[config.mk]
export PLATFORM = sky130hd
export DESIGN_NAME = i2c_master_ctrl
export DESIGN_NICKNAME = d
export VERILOG_FILES = /design/src/rtl/i2c_master_ctrl.sv
export SDC_FILE = /design/constraint.sdc
export NUM_CORES = 1
export LEC_CHECK = 0
export BUFFER_PORTS_ARGS = -buffer_cell sky130_fd_sc_hd__clkbuf_2
export CAP_MARGIN = 20
export CORE_ASPECT_RATIO = 1.2
export CORE_UTILIZATION = 40
export CTS_BUF_LIST = sky130_fd_sc_hd__clkbuf_4
export DETAILED_ROUTE_END_ITERATION = 6
export MAX_ROUTING_LAYER = met4
export SYNTH_ARGS = -nofsm -noshare
export SYNTH_HDL_FRONTEND = slang
export SYNTH_SLANG_ARGS = --single-unit
[constraint.sdc]
create_clock -name sys_clk -period 2.9 [get_ports sys_clk]
set_clock_uncertainty 0.2 [all_clocks]
set_input_delay 0.29 -clock sys_clk [delete_from_list [all_inputs] [get_ports sys_clk]]
set_output_delay 0.29 -clock sys_clk [all_outputs]
set_load 0.01 [all_outputs]
[src/rtl/i2c_master_ctrl.sv]
// Single-master I2C bus sequencer: START, address + R/W, ACK slots, data bytes and STOP,
// built on a quarter-bit phase counter of PHASE system clocks per quarter.
module i2c_master_ctrl #(
    parameter int unsigned PHASE = 2
) (
    input  logic       sys_clk,
    input  logic       rst_n,
    input  logic       cmd_valid,
    output logic       cmd_ready,
    input  logic       cmd_rw,
    input  logic [6:0] cmd_addr,
    input  logic [7:0] cmd_len,
    input  logic [7:0] wr_data,
    output logic       wr_data_req,
    output logic [7:0] rd_data,
    output logic       rd_valid,
    output logic       busy,
    output logic       done,
    output logic       nack_err,
    output logic       scl,
    output logic       sda_out,
    output logic       sda_en,
    input  logic       sda_in
);

    typedef enum logic [3:0] {
        S_IDLE, S_START, S_ADDR, S_AACK, S_WDATA, S_WACK, S_RDATA, S_RACK, S_STOP
    } state_t;

    localparam logic [7:0] PH_LAST = 8'(PHASE - 1);

    state_t     state_q, state_d;
    logic [7:0] cnt_q, cnt_d;
    logic [2:0] qtr_q, qtr_d;
    logic [2:0] bit_q, bit_d;
    logic [7:0] shift_q, shift_d;
    logic [7:0] len_q, len_d;
    logic       rw_q, rw_d;
    logic       ack_q, ack_d;
    logic       nack_err_q, nack_err_d;
    logic [7:0] rd_data_q, rd_data_d;
    logic       rd_valid_q, rd_valid_d;
    logic       wr_req_q, wr_req_d;
    logic       done_q, done_d;
    logic       busy_q, busy_d;
    logic       cmd_ready_q, cmd_ready_d;
    logic       scl_q, scl_d;
    logic       sda_out_q, sda_out_d;
    logic       sda_en_q, sda_en_d;
    logic       tick_s, bit_end_s, sample_s, scl_pat_s;

    // STOP stretches to five quarters so SDA can rise after a full high SCL half-bit.
    assign tick_s    = (cnt_q == PH_LAST);
    assign bit_end_s = tick_s && (qtr_q == ((state_q == S_STOP) ? 3'd4 : 3'd3));
    // Bus pins lag the state by one register, so the mid-high bus cycle is state q2, cycle 0.
    assign sample_s  = (qtr_q == 3'd2) && (cnt_q == 8'd0);
    assign scl_pat_s = (qtr_q == 3'd1) || (qtr_q == 3'd2);

    // Next-state, phase counter and handshake computation.
    always_comb begin
        state_d    = state_q;
        bit_d      = bit_q;
        shift_d    = shift_q;
        len_d      = len_q;
        rw_d       = rw_q;
        ack_d      = ack_q;
        nack_err_d = nack_err_q;
        rd_data_d  = rd_data_q;
        rd_valid_d = 1'b0;
        wr_req_d   = 1'b0;
        done_d     = 1'b0;

        if (state_q == S_IDLE) begin
            cnt_d = 8'd0;
            qtr_d = 3'd0;
        end else if (bit_end_s) begin
            cnt_d = 8'd0;
            qtr_d = 3'd0;
        end else if (tick_s) begin
            cnt_d = 8'd0;
            qtr_d = qtr_q + 3'd1;
        end else begin
            cnt_d = cnt_q + 8'd1;
            qtr_d = qtr_q;
        end

        case (state_q)
            S_IDLE: begin
                if (cmd_valid) begin
                    state_d    = S_START;
                    shift_d    = {cmd_addr, cmd_rw};
                    rw_d       = cmd_rw;
                    len_d      = cmd_len;
                    nack_err_d = 1'b0;
                    bit_d      = 3'd0;
                end else begin
                    state_d = S_IDLE;
                end
            end
            S_START: begin
                if (bit_end_s && (bit_q == 3'd1)) begin
                    state_d = S_ADDR;
                    bit_d   = 3'd7;
                end else if (bit_end_s) begin
                    bit_d = bit_q + 3'd1;
                end else begin
                    bit_d = bit_q;
                end
            end
            S_ADDR, S_WDATA: begin
                // wr_data_req is only ever high in the first cycle of WDATA bit 7.
                if (wr_req_q) begin
                    shift_d = wr_data;
                end else begin
                    shift_d = shift_q;
                end
                if (bit_end_s && (bit_q == 3'd0)) begin
                    state_d = (state_q == S_ADDR) ? S_AACK : S_WACK;
                end else if (bit_end_s) begin
                    bit_d = bit_q - 3'd1;
                end else begin
                    bit_d = bit_q;
                end
            end
            S_AACK, S_WACK: begin
                if (sample_s) begin
                    ack_d = sda_in;
                end else begin
                    ack_d = ack_q;
                end
                if (bit_end_s && ack_q) begin
                    nack_err_d = 1'b1;
                    state_d    = S_STOP;
                end else if (bit_end_s) begin
                    if (state_q == S_WACK) begin
                        len_d = len_q - 8'd1;
                    end else begin
                        len_d = len_q;
                    end
                    if ((state_q == S_AACK && len_q == 8'd0) || (state_q == S_WACK && len_q == 8'd1)) begin
                        state_d = S_STOP;
                    end else if (rw_q) begin
                        state_d = S_RDATA;
                        bit_d   = 3'd7;
                    end else begin
                        state_d  = S_WDATA;
                        bit_d    = 3'd7;
                        wr_req_d = 1'b1;
                    end
                end else begin
                    state_d = state_q;
                end
            end
            S_RDATA: begin
                if (sample_s && (bit_q == 3'd0)) begin
                    shift_d    = {shift_q[6:0], sda_in};
                    rd_data_d  = {shift_q[6:0], sda_in};
                    rd_valid_d = 1'b1;
                end else if (sample_s) begin
                    shift_d = {shift_q[6:0], sda_in};
                end else begin
                    shift_d = shift_q;
                end
                if (bit_end_s && (bit_q == 3'd0)) begin
                    state_d = S_RACK;
                end else if (bit_end_s) begin
                    bit_d = bit_q - 3'd1;
                end else begin
                    bit_d = bit_q;
                end
            end
            S_RACK: begin
                if (bit_end_s) begin
                    len_d   = len_q - 8'd1;
                    state_d = (len_q == 8'd1) ? S_STOP : S_RDATA;
                    bit_d   = 3'd7;
                end else begin
                    len_d = len_q;
                end
            end
            S_STOP: begin
                if (bit_end_s) begin
                    state_d = S_IDLE;
                    done_d  = 1'b1;
                end else begin
                    state_d = S_STOP;
                end
            end
            default: begin
                state_d = S_IDLE;
            end
        endcase

        busy_d      = (state_d != S_IDLE);
        cmd_ready_d = (state_d == S_IDLE);
    end

    // Bus pin values for the current state and quarter.
    always_comb begin
        scl_d     = 1'b1;
        sda_out_d = 1'b1;
        sda_en_d  = 1'b0;
        case (state_q)
            S_IDLE: begin
                scl_d = 1'b1;
            end
            S_START: begin
                sda_en_d  = 1'b1;
                scl_d     = (bit_q == 3'd0);
                sda_out_d = (bit_q == 3'd0) && (qtr_q < 3'd2);
            end
            S_ADDR: begin
                sda_en_d  = 1'b1;
                scl_d     = scl_pat_s;
                sda_out_d = shift_q[bit_q];
            end
            S_WDATA: begin
                sda_en_d  = 1'b1;
                scl_d     = scl_pat_s;
                sda_out_d = wr_req_q ? wr_data[7] : shift_q[bit_q];
            end
            S_AACK, S_WACK, S_RDATA: begin
                scl_d = scl_pat_s;
            end
            S_RACK: begin
                sda_en_d  = 1'b1;
                scl_d     = scl_pat_s;
                sda_out_d = (len_q == 8'd1);
            end
            S_STOP: begin
                sda_en_d  = 1'b1;
                scl_d     = (qtr_q != 3'd0);
                sda_out_d = (qtr_q >= 3'd3);
            end
            default: begin
                scl_d = 1'b1;
            end
        endcase
    end

    // State, datapath and output registers.
    always_ff @(posedge sys_clk or negedge rst_n) begin
        if (!rst_n) begin
            state_q     <= S_IDLE;
            cnt_q       <= 8'd0;
            qtr_q       <= 3'd0;
            bit_q       <= 3'd0;
            shift_q     <= 8'd0;
            len_q       <= 8'd0;
            rw_q        <= 1'b0;
            ack_q       <= 1'b0;
            nack_err_q  <= 1'b0;
            rd_data_q   <= 8'd0;
            rd_valid_q  <= 1'b0;
            wr_req_q    <= 1'b0;
            done_q      <= 1'b0;
            busy_q      <= 1'b0;
            cmd_ready_q <= 1'b1;
            scl_q       <= 1'b1;
            sda_out_q   <= 1'b1;
            sda_en_q    <= 1'b0;
        end else begin
            state_q     <= state_d;
            cnt_q       <= cnt_d;
            qtr_q       <= qtr_d;
            bit_q       <= bit_d;
            shift_q     <= shift_d;
            len_q       <= len_d;
            rw_q        <= rw_d;
            ack_q       <= ack_d;
            nack_err_q  <= nack_err_d;
            rd_data_q   <= rd_data_d;
            rd_valid_q  <= rd_valid_d;
            wr_req_q    <= wr_req_d;
            done_q      <= done_d;
            busy_q      <= busy_d;
            cmd_ready_q <= cmd_ready_d;
            scl_q       <= scl_d;
            sda_out_q   <= sda_out_d;
            sda_en_q    <= sda_en_d;
        end
    end

    assign cmd_ready   = cmd_ready_q;
    assign wr_data_req = wr_req_q;
    assign rd_data     = rd_data_q;
    assign rd_valid    = rd_valid_q;
    assign busy        = busy_q;
    assign done        = done_q;
    assign nack_err    = nack_err_q;
    assign scl         = scl_q;
    assign sda_out     = sda_out_q;
    assign sda_en      = sda_en_q;

endmodule

; Word-level counts from Yosys, hierarchy flattened
; Cells that the tools add are included.
[totals]
regBits = 53
input_bits = 28
output_inout_bits = 17
elab_cells = 146
[op_classes]
add_sub_neg = 5
order_cmp = 3
n_eq_ne = 26
n_mux = 59
reduce_logical = 35
[ops]
columns = cell, n
row1 = two-way mux 8 bit, 12
row2 = one-hot mux 8 bit (3 select lines), 2
row3 = two-way mux 3 bit, 14
row4 = two-way mux 4 bit, 9
row5 = one-hot mux 4 bit (7 select lines), 1
row6 = != test 2 bit (second input constant), 9
row7 = == test 4 x 3 -> 1 bit (second input constant), 4
row8 = == test 8 x 1 -> 1 bit (second input constant), 2
row9 = zero test 8 bit, 2
row10 = two-way mux 1 bit, 15
row11 = one-hot mux 3 bit (5 select lines), 1
row12 = nonzero test 3 bit, 4
row13 = logical AND 1 bit, 9
row14 = AND reduction 9 bit, 1
row15 = adder 8 x 1 -> 8 bit (second input constant), 1
row16 = == test 4 x 2 -> 1 bit (second input constant), 2
row17 = zero test 4 bit, 2
row18 = subtractor 8 x 1 -> 8 bit (second input constant), 1
row19 = adder 3 x 1 -> 3 bit (second input constant), 2
row20 = == test 3 x 1 -> 1 bit (second input constant), 2
row21 = != test 3 bit (second input constant), 2
row22 = AND reduction 2 bit, 3
row23 = AND reduction 6 bit, 1
row24 = OR reduction 6 bit, 1
row25 = 24 further kinds, 26

; Depth between registers and ports, before layout
[logic_depth]
word_depth = 8
ltp_mapped = 9
ltp_nobuf = 7

; Worst setup path before layout
; No wires, ideal clock.
[synth_timing]
path_type = register -> register
start = register state_q[1]
end = register busy_q (netlist: busy)
setup_time_ns = 0.139
t_arrival_ns = 2.325
required_ns = 2.561
slack_ns = 0.236
stages_incl_launch_ff = 7
path_buffers = 1
synth_period_minus_slack_ns = 2.664
cell_sequence = dfrtp_1 > or4b_1 > buf_2 > mux2_4 > a2111o_1 > a32o_1 > or4_1
[synth_via]
elab_chain_cells = 8
elab_cells_between_ends = 31
cone_classes = 9 x eq/ne / 11 x mux / 11 x reduce/logical
[synth_lines]
columns = item, line_no
row1 = "start, declared", 32  ; state_t state_q, state_d;
row2 = "start signal, assigned", 263  ; state_q <= state_d;
row3 = == test 4 bit (tied with other cells), "54, 87"
row4 = two-way mux 3 bit / logical AND 1 bit (equally long branches), "54, 140"
row5 = == test 3 bit / logical OR 1 bit (equally long branches), "54, 140"
row6 = logical AND 1 bit / two-way mux 4 bit (equally long branches), "54, 140"
row7 = two-way mux 4 bit (tied with other cells), 134  ; end else if (bit_end_s) begin
row8 = "two-way mux 4 bit, on equally long branches", --
row9 = one-hot mux 4 bit (7 select lines) *, 87  ; case (state_q)
row10 = named net state_d[2], 32
row11 = nonzero test 4 bit *, 194  ; busy_d = (state_d != S_IDLE);
row12 = named net busy_d, 45  ; logic busy_q, busy_d;
row13 = "end signal, assigned", 276  ; busy_q <= busy_d;
row14 = "end, declared", 45
; Mark *: on every way through the listed nets, which the timed path passes. The rest lies on a longest branch.
; A chain may end at the register's enable or synchronous reset.

; Worst setup path in the final report
[layout_timing]
start = register state_q[2]
end = register busy_q (netlist: busy)
; Same word-level chain as after synthesis.

==> qor.yml <==
outcome: "completed"
io_pins: 45
dp.final_hpwl_um: 5820
p_per_area_nw_per_um2: 302
yosysTopAreaCellShare: 0.398
drcViolationCount: 0
ys_seq_elements: 53
async_flop_share: 1.00
root_buffer: "clkbuf_4"
gp_congestion: 0.948
fin_crit_sh: 0.938
route.met2.wl_um: 3970
die_x_um: 83.0
hold_viol: 0
critPathBufInv: 0
syn_avg_cell_area_um2: 9.68
cap_violations: 0
clock_sinks: 53
layout.nets: 441
fillers: 741
slowest_delay_ps: 580
arrival_ps: 2780
dieArea_um2: 8230
power_uw: 1140
grt_start_max_net_pins: 54
p_leak_uw: 0.00173
fin_util: 0.495
cts_setup_buffers: 0
synth_flop_cell: "dfrtp_1"
routedWlPerCell_um: 16.6
coreArea_um2: 7660
peakVddDrop_mv: 0.211
hold_path.class: "in -> reg"
finalSetupViolations: 0
multiInputGateArea_um2: 1710
syn-num-nets: 368
clock_latency_ps: 380
end_kind: "flip-flop"
antenna_found_initial: 0
htreeDepth: 2
cp_top_family: "simple AND/OR/NAND/NOR gates"
grt_overflow: 0
fp.dieH_um: 99.2
cts_resized: 0
worstMarginPinSlew_ps: 688
cts_tree: "done"
yosysTopAreaCell: "dfrtp_1"
grtUsageTotal: 0.204
rows: 35
numPortBuffers: 44
crit_path_start_kind: "flip-flop"
timing.fmax_mhz: 368
grt_pass1_wl_um: 13100
drive_gt1_frac: 0.248
start_util: 0.411
via_per_inst: 5.81
drv_slew: 0
ys_types: 59
topRoutingLayerUsed: "met4"
synth_edf_count: 0
drtAntennaViolNets: 0
syn_area_um2: 3150
rsz0062_at_grt: "no"
syn_inst: 325
required_ps: 2960
numCtsBuffers: 5
crit_slowest_cell: "or4b_1"
tns_ps: 0
grt_pass1_vias: 2664
via_count: 2851
yosysWarningCount: 0
n_antenna_cell: 0
critPathMaxFanout: 5
seq_area_frac_synth: 0.423
maxSlewHeadroom: 0.541
first_iter_violations: 208
synth_area_leaders: "dfrtp_1 40%, ha_1 6.0%, mux2_2 3.9%"
crit_chain: "or4b_1 -> mux2_4 -> a2111o_1 -> a32o_1 -> or4_1"
wl_met3_um: 399
clk_pin_slew_ps: 160
synth_most_common_cell: "dfrtp_1"
area_growth_pct: 20.4
seq_area_um2: 1330
path_class: "reg -> reg"
wl_met1_um: 3640
totalWireLength_um: 8130
synthTopCellsByCount: "50 x dfrtp_1, 32 x nor2_1, 19 x nand2_1, 15 x ha_1, 15 x nor3_1"
min_period_ps: 2720
cts_buffer_depth: 2
firstDrtPassIters: 4
registers in the layout (all words and copies together) (netlist names), 3 cells and up:
register / flops
cnt_q: 8
len_q: 8
rd_data: 8
shift_q: 8
state_q: 4
bit_q: 3
qtr_q: 3
power breakdown:
group / total, uW / switching, uW / internal [uW] / leakage, uW
Combinational: 60.2 / 27.7 / 32.5 / 0.000998
Sequential: 740 / 0 / 740 / 0.000700
Clock: 344 / 251 / 92.9 / 0.0000326
Total: 1140 / 279 / 865 / 0.00173
metal layers:
metal,global-route usage,vias up
met2,0.341,100
met3,0.0365,16
li1,-,1359
met1,0.254,1376
met5,-,-
met4,0.0584,0
kinds of logic after synthesis:
family / synth area share
DFF: 0.423
AOI/OAI and AO/OA: 0.184
and+or+nand+nor: 0.205
buffers and inverters: 0.0350
muxes: 0.0680
xor gates and xnor gates: 0.0250
adders and majority gates: 0.0596
worst paths after layout:
check                                startpoint                      to  slack, ps  depth (start not counted)
min in group asynchronous                 rst_n          done$_DFF_PN0_        350                          3
max in group asynchronous                 rst_n    len_q[4]$_DFFE_PN0P_       1690                          3
setup / recovery           state_q[2]$_DFF_PN0_          busy$_DFF_PN0_        180                          5
setup reg to reg           state_q[2]$_DFF_PN0_          busy$_DFF_PN0_        180                          5
hold reg to reg                rw_q$_DFFE_PN0P_   wr_data_req$_DFF_PN0_        310                          1
hold / removal                       wr_data[3]  shift_q[3]$_DFFE_PN0P_         10                          3
cells in the final DEF, fill, tap and decap left out, types with 2 or more instances in the layout:
cell	instances
nor3_1	15
a21oi_1	13
xor2_1	5
a221oi_1	2
o221ai_1	6
xnor2_1	4
mux2_2	11
clkbuf_2	44
dfrtp_1	50
o21ai_0	7
a311o_1	2
nor2_1	32
ha_1	15
nand2_1	19
nand3_1	13
and3_1	7
dfstp_2	3
or3_1	2
clkbuf_4	5
nor4_1	4
a211oi_1	4
o211ai_1	3
nand2b_1	5
buf_4	20
a31oi_1	10
dlygate4sd3_1	16
o2bb2ai_1	8
a22oi_1	10
a32o_1	3
mux4_2	2
or2_2	4
nand4_1	2
nand3b_1	3
mux2i_1	3
nor2b_1	6
and2_1	2
inv_1	14
final cells by class:
| class | instances | area share |
|---|---|---|
| flip-flops and latches | 53 | 0.351 |
| clock buffers | 5 | 0.00990 |
| multi-input cells | 244 | 0.450 |
| repair buffers | 80 | 0.140 |
| inverters | 14 | 0.0139 |
| clock inverters | 3 | 0.00462 |
| well taps | 92 | 0.0304 |
worst min-delay path, stage by stage:
cell and delay, ps:
clkbuf_2 70, a22oi_1 50, a31oi_1 150
repair_timing:
item	in CTS	in global routing
hold buffers	14	2
setup endpoints to repair	0	0
endpoints found under the hold margin	65	2
metrics by stage:
| stage | setup WS (ps) | instance area (um2) | hold WS [ps] | cells |
|---|---|---|---|---|
| after floorplan | 236 | 3150 | -206 | 325 |
| after global placement | 245 | 3570 | 267 | 467 |
| after detailed placement | 217 | 3570 | 269 | 467 |
| after CTS | 188 | 3770 | 0.276 | 489 |
| after global routing | 138 | 3790 | 21.4 | 491 |
| final | 180 | 3790 | 13.2 | 491 |
(Power assumes the default switching activity.)
